`src/rtl/hdmi_pkg.sv`:
```
// Shared encodings for the HDMI data-island packetizer: mode codes, preamble CTL, BCH polynomial, FSM states.
// Latency: n/a (types, constants and a combinational BCH step helper only).
// Backpressure: n/a.
package hdmi_pkg;

    localparam logic [1:0] MODE_CTRL     = 2'd0;
    localparam logic [1:0] MODE_PREAMBLE = 2'd1;
    localparam logic [1:0] MODE_GUARD    = 2'd2;
    localparam logic [1:0] MODE_DATA     = 2'd3;

    // CTL3..CTL0 announcing a data island (CTL0 = 1, CTL1 = 0, CTL2 = 1, CTL3 = 0)
    localparam logic [3:0] CTL_DATA_PREAMBLE = 4'b0101;

    localparam logic [7:0] BCH_POLY = 8'h83;
    localparam int         BODY_LEN = 32;

    typedef enum logic [2:0] {
        ST_IDLE,
        ST_PREAMBLE,
        ST_LGUARD,
        ST_BODY,
        ST_TGUARD
    } state_e;

    // One LSB-first step of the BCH parity shift register
    function automatic logic [7:0] bch_step(input logic [7:0] ecc, input logic bit_in);
        logic fb;
        fb = bit_in ^ ecc[0];
        return (ecc >> 1) ^ (fb ? BCH_POLY : 8'h00);
    endfunction

endpackage

```
`src/rtl/hdmi_bch_ecc8.sv`:
```
// Serial BCH parity accumulator (8-bit, poly 0x83), BITS_PER_CYCLE bits folded per clock, bit 0 first.
// Latency: ecc_o reflects all data presented up to and including the previous enabled cycle.
// Backpressure: none; clr_i has priority over en_i.
module hdmi_bch_ecc8
    import hdmi_pkg::*;
#(
    parameter int BITS_PER_CYCLE = 1
) (
    input  logic                      clk_i,
    input  logic                      rst_n_i,
    input  logic                      clr_i,
    input  logic                      en_i,
    input  logic [BITS_PER_CYCLE-1:0] dat_i,
    output logic [7:0]                ecc_o
);

    logic [7:0] ecc_q;
    logic [7:0] ecc_d;

    // Fold this cycle's data bits into the parity, lowest bit first
    always_comb begin
        ecc_d = ecc_q;
        if (clr_i) begin
            ecc_d = '0;
        end else if (en_i) begin
            for (int b = 0; b < BITS_PER_CYCLE; b++) begin
                ecc_d = bch_step(ecc_d, dat_i[b]);
            end
        end
    end

    // Parity register
    always_ff @(posedge clk_i or negedge rst_n_i) begin
        if (!rst_n_i) begin
            ecc_q <= '0;
        end else begin
            ecc_q <= ecc_d;
        end
    end

    assign ecc_o = ecc_q;

endmodule

```
`src/rtl/hdmi_island_packetizer.sv`:
```
// Serialises one data-island packet (header + 4 subpackets) into preamble/guard/body nibbles for ch0..ch2.
// Latency: all outputs registered; first preamble cycle appears one clock after accept, island lasts PREAMBLE_LEN+2*GUARD_LEN+32 cycles.
// Backpressure: pkt_ready high only in IDLE, no queuing; macro HDMI_PKT_ECC_EN builds BCH parity, otherwise parity bits pass verbatim.
module hdmi_island_packetizer
    import hdmi_pkg::*;
#(
    parameter int PREAMBLE_LEN = 8,
    parameter int GUARD_LEN    = 2
) (
    input  logic        clk,
    input  logic        reset_n,
    input  logic        pkt_valid,
    output logic        pkt_ready,
    input  logic [31:0] pkt_header,
    input  logic [63:0] pkt_sub0,
    input  logic [63:0] pkt_sub1,
    input  logic [63:0] pkt_sub2,
    input  logic [63:0] pkt_sub3,
    input  logic        hsync,
    input  logic        vsync,
    output logic [1:0]  mode,
    output logic [3:0]  ctl,
    output logic [3:0]  ch0_data,
    output logic [3:0]  ch1_data,
    output logic [3:0]  ch2_data,
    output logic        busy
);

    localparam int CNT_W = 5;

    state_e           state_q, state_d;
    logic [CNT_W-1:0] cnt_q, cnt_d;
    logic [31:0]      hdr_sr_q, hdr_sr_d;
    logic [3:0][63:0] sub_sr_q, sub_sr_d;
    logic [1:0]       mode_q, mode_d;
    logic [3:0]       ctl_q, ctl_d;
    logic [3:0]       ch0_q, ch0_d;
    logic [3:0]       ch1_q, ch1_d;
    logic [3:0]       ch2_q, ch2_d;
    logic             rdy_q, rdy_d;
    logic             busy_q, busy_d;

    logic             accept;
    logic             hdr_bit;
    logic [3:0]       lane1_bits;
    logic [3:0]       lane2_bits;

    assign accept = (state_q == ST_IDLE) && pkt_valid;

    // Island sequencing: preamble, leading guard, body, trailing guard
    always_comb begin
        state_d = state_q;
        cnt_d   = cnt_q;
        unique case (state_q)
            ST_IDLE: begin
                if (pkt_valid) begin
                    state_d = ST_PREAMBLE;
                    cnt_d   = '0;
                end
            end
            ST_PREAMBLE: begin
                if (cnt_q == CNT_W'(PREAMBLE_LEN - 1)) begin
                    state_d = ST_LGUARD;
                    cnt_d   = '0;
                end else begin
                    cnt_d = cnt_q + 5'd1;
                end
            end
            ST_LGUARD: begin
                if (cnt_q == CNT_W'(GUARD_LEN - 1)) begin
                    state_d = ST_BODY;
                    cnt_d   = '0;
                end else begin
                    cnt_d = cnt_q + 5'd1;
                end
            end
            ST_BODY: begin
                if (cnt_q == CNT_W'(BODY_LEN - 1)) begin
                    state_d = ST_TGUARD;
                    cnt_d   = '0;
                end else begin
                    cnt_d = cnt_q + 5'd1;
                end
            end
            ST_TGUARD: begin
                if (cnt_q == CNT_W'(GUARD_LEN - 1)) begin
                    state_d = ST_IDLE;
                    cnt_d   = '0;
                end else begin
                    cnt_d = cnt_q + 5'd1;
                end
            end
            default: begin
                state_d = ST_IDLE;
                cnt_d   = '0;
            end
        endcase
    end

    // Load shift registers on accept; advance one header bit / two subpacket bits per body cycle
    always_comb begin
        hdr_sr_d = hdr_sr_q;
        sub_sr_d = sub_sr_q;
        if (accept) begin
            hdr_sr_d    = pkt_header;
            sub_sr_d[0] = pkt_sub0;
            sub_sr_d[1] = pkt_sub1;
            sub_sr_d[2] = pkt_sub2;
            sub_sr_d[3] = pkt_sub3;
        end else if (state_d == ST_BODY) begin
            hdr_sr_d = {1'b0, hdr_sr_q[31:1]};
            for (int k = 0; k < 4; k++) begin
                sub_sr_d[k] = {2'b00, sub_sr_q[k][63:2]};
            end
        end
    end

`ifdef HDMI_PKT_ECC_EN
    logic            hdr_ecc_en;
    logic            sub_ecc_en;
    logic [7:0]      hdr_ecc;
    logic [3:0][7:0] sub_ecc;

    // Parity accumulates while payload bits are on the wire; it is complete by the first parity slot
    assign hdr_ecc_en = (state_d == ST_BODY) && (cnt_d < 5'd24);
    assign sub_ecc_en = (state_d == ST_BODY) && (cnt_d < 5'd28);

    hdmi_bch_ecc8 #(.BITS_PER_CYCLE(1)) u_hdr_ecc (
        .clk_i   (clk),
        .rst_n_i (reset_n),
        .clr_i   (accept),
        .en_i    (hdr_ecc_en),
        .dat_i   (hdr_sr_q[0]),
        .ecc_o   (hdr_ecc)
    );

    for (genvar k = 0; k < 4; k++) begin : g_sub_ecc
        hdmi_bch_ecc8 #(.BITS_PER_CYCLE(2)) u_sub_ecc (
            .clk_i   (clk),
            .rst_n_i (reset_n),
            .clr_i   (accept),
            .en_i    (sub_ecc_en),
            .dat_i   (sub_sr_q[k][1:0]),
            .ecc_o   (sub_ecc[k])
        );
    end
`endif

    // Body bit selection: payload from the shift registers, parity slots from the ECC registers when built
    always_comb begin
        hdr_bit = hdr_sr_q[0];
        for (int k = 0; k < 4; k++) begin
            lane1_bits[k] = sub_sr_q[k][0];
            lane2_bits[k] = sub_sr_q[k][1];
        end
`ifdef HDMI_PKT_ECC_EN
        if (cnt_d >= 5'd24) begin
            hdr_bit = hdr_ecc[cnt_d[2:0]];
        end
        if (cnt_d >= 5'd28) begin
            for (int k = 0; k < 4; k++) begin
                lane1_bits[k] = sub_ecc[k][{cnt_d[1:0], 1'b0}];
                lane2_bits[k] = sub_ecc[k][{cnt_d[1:0], 1'b1}];
            end
        end
`endif
    end

    // Output decode from the next state so every output is a plain register
    always_comb begin
        mode_d = MODE_CTRL;
        ctl_d  = 4'b0000;
        ch0_d  = {2'b00, vsync, hsync};
        ch1_d  = 4'b0000;
        ch2_d  = 4'b0000;
        rdy_d  = (state_d == ST_IDLE);
        busy_d = (state_d != ST_IDLE);
        unique case (state_d)
            ST_PREAMBLE: begin
                mode_d = MODE_PREAMBLE;
                ctl_d  = CTL_DATA_PREAMBLE;
            end
            ST_LGUARD, ST_TGUARD: begin
                mode_d = MODE_GUARD;
                ch0_d  = {2'b11, vsync, hsync};
            end
            ST_BODY: begin
                mode_d = MODE_DATA;
                ch0_d  = {(cnt_d != '0), hdr_bit, vsync, hsync};
                ch1_d  = lane1_bits;
                ch2_d  = lane2_bits;
            end
            default: begin
                mode_d = MODE_CTRL;
            end
        endcase
    end

    // State, datapath and output registers
    always_ff @(posedge clk or negedge reset_n) begin
        if (!reset_n) begin
            state_q  <= ST_IDLE;
            cnt_q    <= '0;
            hdr_sr_q <= '0;
            sub_sr_q <= '0;
            mode_q   <= MODE_CTRL;
            ctl_q    <= '0;
            ch0_q    <= '0;
            ch1_q    <= '0;
            ch2_q    <= '0;
            rdy_q    <= 1'b1;
            busy_q   <= 1'b0;
        end else begin
            state_q  <= state_d;
            cnt_q    <= cnt_d;
            hdr_sr_q <= hdr_sr_d;
            sub_sr_q <= sub_sr_d;
            mode_q   <= mode_d;
            ctl_q    <= ctl_d;
            ch0_q    <= ch0_d;
            ch1_q    <= ch1_d;
            ch2_q    <= ch2_d;
            rdy_q    <= rdy_d;
            busy_q   <= busy_d;
        end
    end

    assign pkt_ready = rdy_q;
    assign busy      = busy_q;
    assign mode      = mode_q;
    assign ctl       = ctl_q;
    assign ch0_data  = ch0_q;
    assign ch1_data  = ch1_q;
    assign ch2_data  = ch2_q;

endmodule

```
`config.mk`:
```
export PLATFORM = sky130hd
export DESIGN_NAME = hdmi_island_packetizer
export DESIGN_NICKNAME = d
export VERILOG_FILES = /design/src/rtl/hdmi_pkg.sv /design/src/rtl/hdmi_bch_ecc8.sv /design/src/rtl/hdmi_island_packetizer.sv
export SDC_FILE = /design/constraint.sdc
export NUM_CORES = 1
export LEC_CHECK = 0
export BUFFER_PORTS_ARGS = -buffer_cell sky130_fd_sc_hd__buf_2
export CORE_UTILIZATION = 45
export CTS_CLUSTER_SIZE = 28
export DETAILED_ROUTE_END_ITERATION = 7
export GPL_TIMING_DRIVEN = 0
export PLACE_DENSITY = 0.68
export SYNTH_ARGS = -nofsm -noshare
export SYNTH_HDL_FRONTEND = slang
export SYNTH_SLANG_ARGS = --single-unit
export TNS_END_PERCENT = 50
```
`constraint.sdc`:
```
create_clock -name clk -period 3.8 [get_ports clk]
set_clock_uncertainty 0.15 [all_clocks]
set_input_delay 0.76 -clock clk [delete_from_list [all_inputs] [get_ports clk]]
set_output_delay 0.76 -clock clk [all_outputs]
set_load 0.02 [all_outputs]
```
==> metrics.md <==
| Metric | Value |
|---|---|
| Slowest stage delay, CP | 0.72 ns |
| WL met3 | 1560 um |
| Rows | 64 |
| Final setup margin | 0.809 ns |
| Clk_lat worst skew | 0.51 ns |
| Yosys reg bits | 313 |
| Post-route DRC | 0 |
| Maximum number of pins on one net before global-route repair | 110 |
| Total Negative Setup Slacks | 0 ns |
| Adder-cell share of the synthesized area | 0.00263 |
| DP HPWL | 24500 um |
| Maximum vdd drop | 0.441 mV |
| Gr usage total | 0.213 |
| Final hold vios | 0 |
| RSZ-0062 raised after global routing | no |
| Post-synthesis compound-gate area fraction | 0.112 |
| Crit path kind | flip-flop to flip-flop |
| Post-synthesis cell area | 14300 um^2 |
| Cells after Synth | 1357 |
| WP depth | 6 |
| CTS sink cnt | 313 |
| First-pass GRT wire length | 56400 um |
| Vias in the first global route | 11400 |
| Clock Tree Buf Depth | 3 |
| Final wirelength | 34300 um |
| Async set-reset flop share out of synthesis | 1.00 |
| Crit end category | flip-flop |
| # Post-CTS Setup Buffers | 0 |
| DR WL met2 | 16500 um |
| Predominant post-synthesis flop cell | dfrtp_1 |
| Die Area | 32500 um^2 |
| Slowest-stage cell, CP | nor4b_4 |
| CTS clk-pin slew, worst paths | 0.06 ns |
| Core Region | 30900 um^2 |
| Highest metal used | met5 |
| Hold WC Path Type | primary input to asynchronous set/reset pin |
| Die width | 180 um |
| Fin. max-slew vios | 0 |
| YS warnings | 0 |
| Post-layout util | 0.569 |
| Largest family of logic cells by synthesized area | multiplexers |
| Hold_buf cts | 0 |
| Die height | 180 um |
| H-tree depth | 2 |
| Slew margin rel. | 0.488 |
| R2R depth | 6 |
| Maxcap violations | 0 |
| Initial antenna violation count | 8 |
| Worst path arrival time | 3.26 ns |
| Fill cells | 2715 |
| TritonCTS Buffers | 35 |
| Worst-Margin Slew | 0.764 ns |
| Initial core utilization | 0.463 |
| DP Worst Slack | 0.342 ns |
| Synth cell types | 40 |
| Outcome | completed |
| RD Place Congestion | 0.824 |
| CTS-repair resized insts | 0 |
| Simple-gate share of the synthesized area | 0.0970 |
| Seq. cell area | 7830 um^2 |
| I/O pins | 313 |
| Critical R2R Launch | state_q[2] |
| Fin crit share | 0.787 |
| Worst path required time | 4.07 ns |
| Minimum clock period | 2.99 ns |
| P_leak | 8.59 nW |
| Setup slack, reg-to-reg | 0.81 ns |
| Vias per cell | 5.13 |
| Root Buffer | clkbuf_16 |
| Max Freq | 0.334 GHz |
| Cell Chain, Critical Path | nor4b_4 -> clkbuf_1 -> buf_2 -> buf_1 -> nand2_1 -> o21ai_1 |
| Routed Antenna Nets | 0 |
| DRT iter0 DRCs | 480 |
| CTS tree | built |
| Worst setup path start | state_q[2] |
| PortBufs | 310 |
| Post-synthesis mux area share | 0.196 |
| # setup viols final | 0 |
| Capture point of the worst reg-to-reg path | sub_sr_q[76] |
| Area of the multi-input gates | 5840 um^2 |
| Mapped Avg Cell Area | 10.5 um^2 |
| Final nets | 2003 |
| Top Family by Delay on Critical Path | buffers and inverters |
| Post-Synth XOR/XNOR Area | 0 |
| Pwr/cell area | 838 nW/um^2 |
| Routed via count | 10900 |
| Buf/Inv on CP | 3 |
| Wirelength per Cell | 16.1 um |
| Drt pass-1 iters | 5 |
| Critical Path Sink | sub_sr_q[76] |
| Share of layout cells above drive strength 1 | 0.239 |
| EDFF count, synth | 0 |
| Post-Route M1 WL | 15400 um |
| Worst Path Max Fanout | 10 |
| Synth-to-layout area growth | 23.0% |
| Hold slack | 0.150 ns |
| Global route total overflow | 0 |
| Sequential element share of the synthesized area | 0.548 |
| Startpoint Class | flip-flop |
## state kept, by name, indices dropped and copies added, names as in the netlist
name and cells:
ch2_data 4, hdr_sr_q 32, state_q 3, ch1_data 4, ctl 1, lane2_bits 4
cnt_q 5, ch0_data 4, pkt_ready 1, sub_sr_q 248, lane1_bits 4, mode 2
busy 1
## placed cells by master, fill, tap and decap left out, types with 2 or more instances in the layout
cell type / instances
nand2_1: 307
a21oi_1: 3
and3_1: 2
o21ai_1: 96
clkbuf_16: 37
a31o_2: 2
clkbuf_8: 5
and2_1: 8
diode_2: 6
buf_2: 321
nor2_1: 7
buf_1: 4
a21o_1: 2
mux2i_1: 280
buf_4: 3
conb_1: 2
o21a_1: 3
o21ai_0: 199
clkbuf_1: 63
ha_1: 3
buf_16: 2
buf_6: 27
clkinv_2: 7
nand3_1: 2
nand2b_1: 5
dfrtp_1: 312
inv_1: 4
bufinv_16: 3
nor2b_1: 2
## layout make-up
| cell class | instances | share of cell area |
|---|---|---|
| plain buffers | 102 | 0.0348 |
| flip-flops and latches | 313 | 0.445 |
| repair buffers | 312 | 0.0919 |
| clock buffers | 49 | 0.0580 |
| diodes | 6 | 0.000854 |
| inverters | 4 | 0.000854 |
| well taps | 396 | 0.0282 |
| clock inverters | 12 | 0.00804 |
| multi-input cells | 939 | 0.332 |
## metal layers
metal | up-vias | track usage
li1 | 5379 | -
met1 | 5256 | 0.280
met2 | 239 | 0.362
met3 | 63 | 0.0374
met4 | 6 | 0.0629
met5 | - | 0
## synthesized netlist by cell type, types with 2 or more instances
master / number / area share
buf_6: 27 / 0.021
ha_1: 3 / 0.0026
o21a_1: 3 / 0.0016
a21o_1: 2 / 0.0010
nand2b_1: 5 / 0.0022
a21oi_1: 3 / 0.0010
nand2_1: 307 / 0.081
inv_1: 4 / 0.0010
and2_1: 8 / 0.0035
mux2i_1: 280 / 0.20
and3_1: 2 / 0.00088
a31o_2: 2 / 0.0012
nor2_1: 7 / 0.0018
clkbuf_1: 56 / 0.015
o21ai_0: 199 / 0.070
nor2b_1: 2 / 0.00088
buf_1: 4 / 0.0010
buf_4: 3 / 0.0016
buf_2: 12 / 0.0042
dfrtp_1: 312 / 0.55
o21ai_1: 96 / 0.034
nand3_1: 2 / 0.00070
## kinds of logic after synthesis
group                      Yosys count
DFF                                313
adders and majority gates            3
muxes                              280
AOI/OAI and AO/OA                  312
buffers and inverters              106
and+or+nand+nor                    342
other                                1
## per-stage QoR
step	cells	cell area, um^2	power, W
2_1_floorplan	1358	14300	0.0100
3_3_place_gp	2064	16300	0.0112
3_5_place_dp	2066	16400	0.0115
4_1_cts	2127	17600	0.0149
5_1_grt	2131	17600	0.0158
6_report	2133	17600	0.0147
## worst reg2reg max path: stages, from the launching register on
cell,delay (ns)
dfrtp_1,0.44
nor4b_4,0.72
clkbuf_1,0.57
buf_2,0.43
buf_1,0.40
nand2_1,0.12
o21ai_1,0.10
## report_power, final
part           internal (W)  leakage [nW]  switching [W]
combinational       0.00273          4.08        0.00292
sequential          0.00490          3.94       0.000799
clock               0.00208         0.574        0.00132
## worst min path at each step
| stage | start | endpoint | cells past startpoint |
|---|---|---|---|
| final | reset_n | sub_sr_q[95] | 1 |
| after global routing | reset_n | sub_sr_q[100] | 1 |
| after CTS | reset_n | sub_sr_q[86] | 1 |
| after detailed placement | lane2_bits[0] | ch2_data[0] | 1 |
| after global placement | lane2_bits[1] | ch2_data[1] | 1 |
| after floorplan | lane1_bits[0] | ch1_data[0] | 1 |
(Power assumes the default switching activity.)
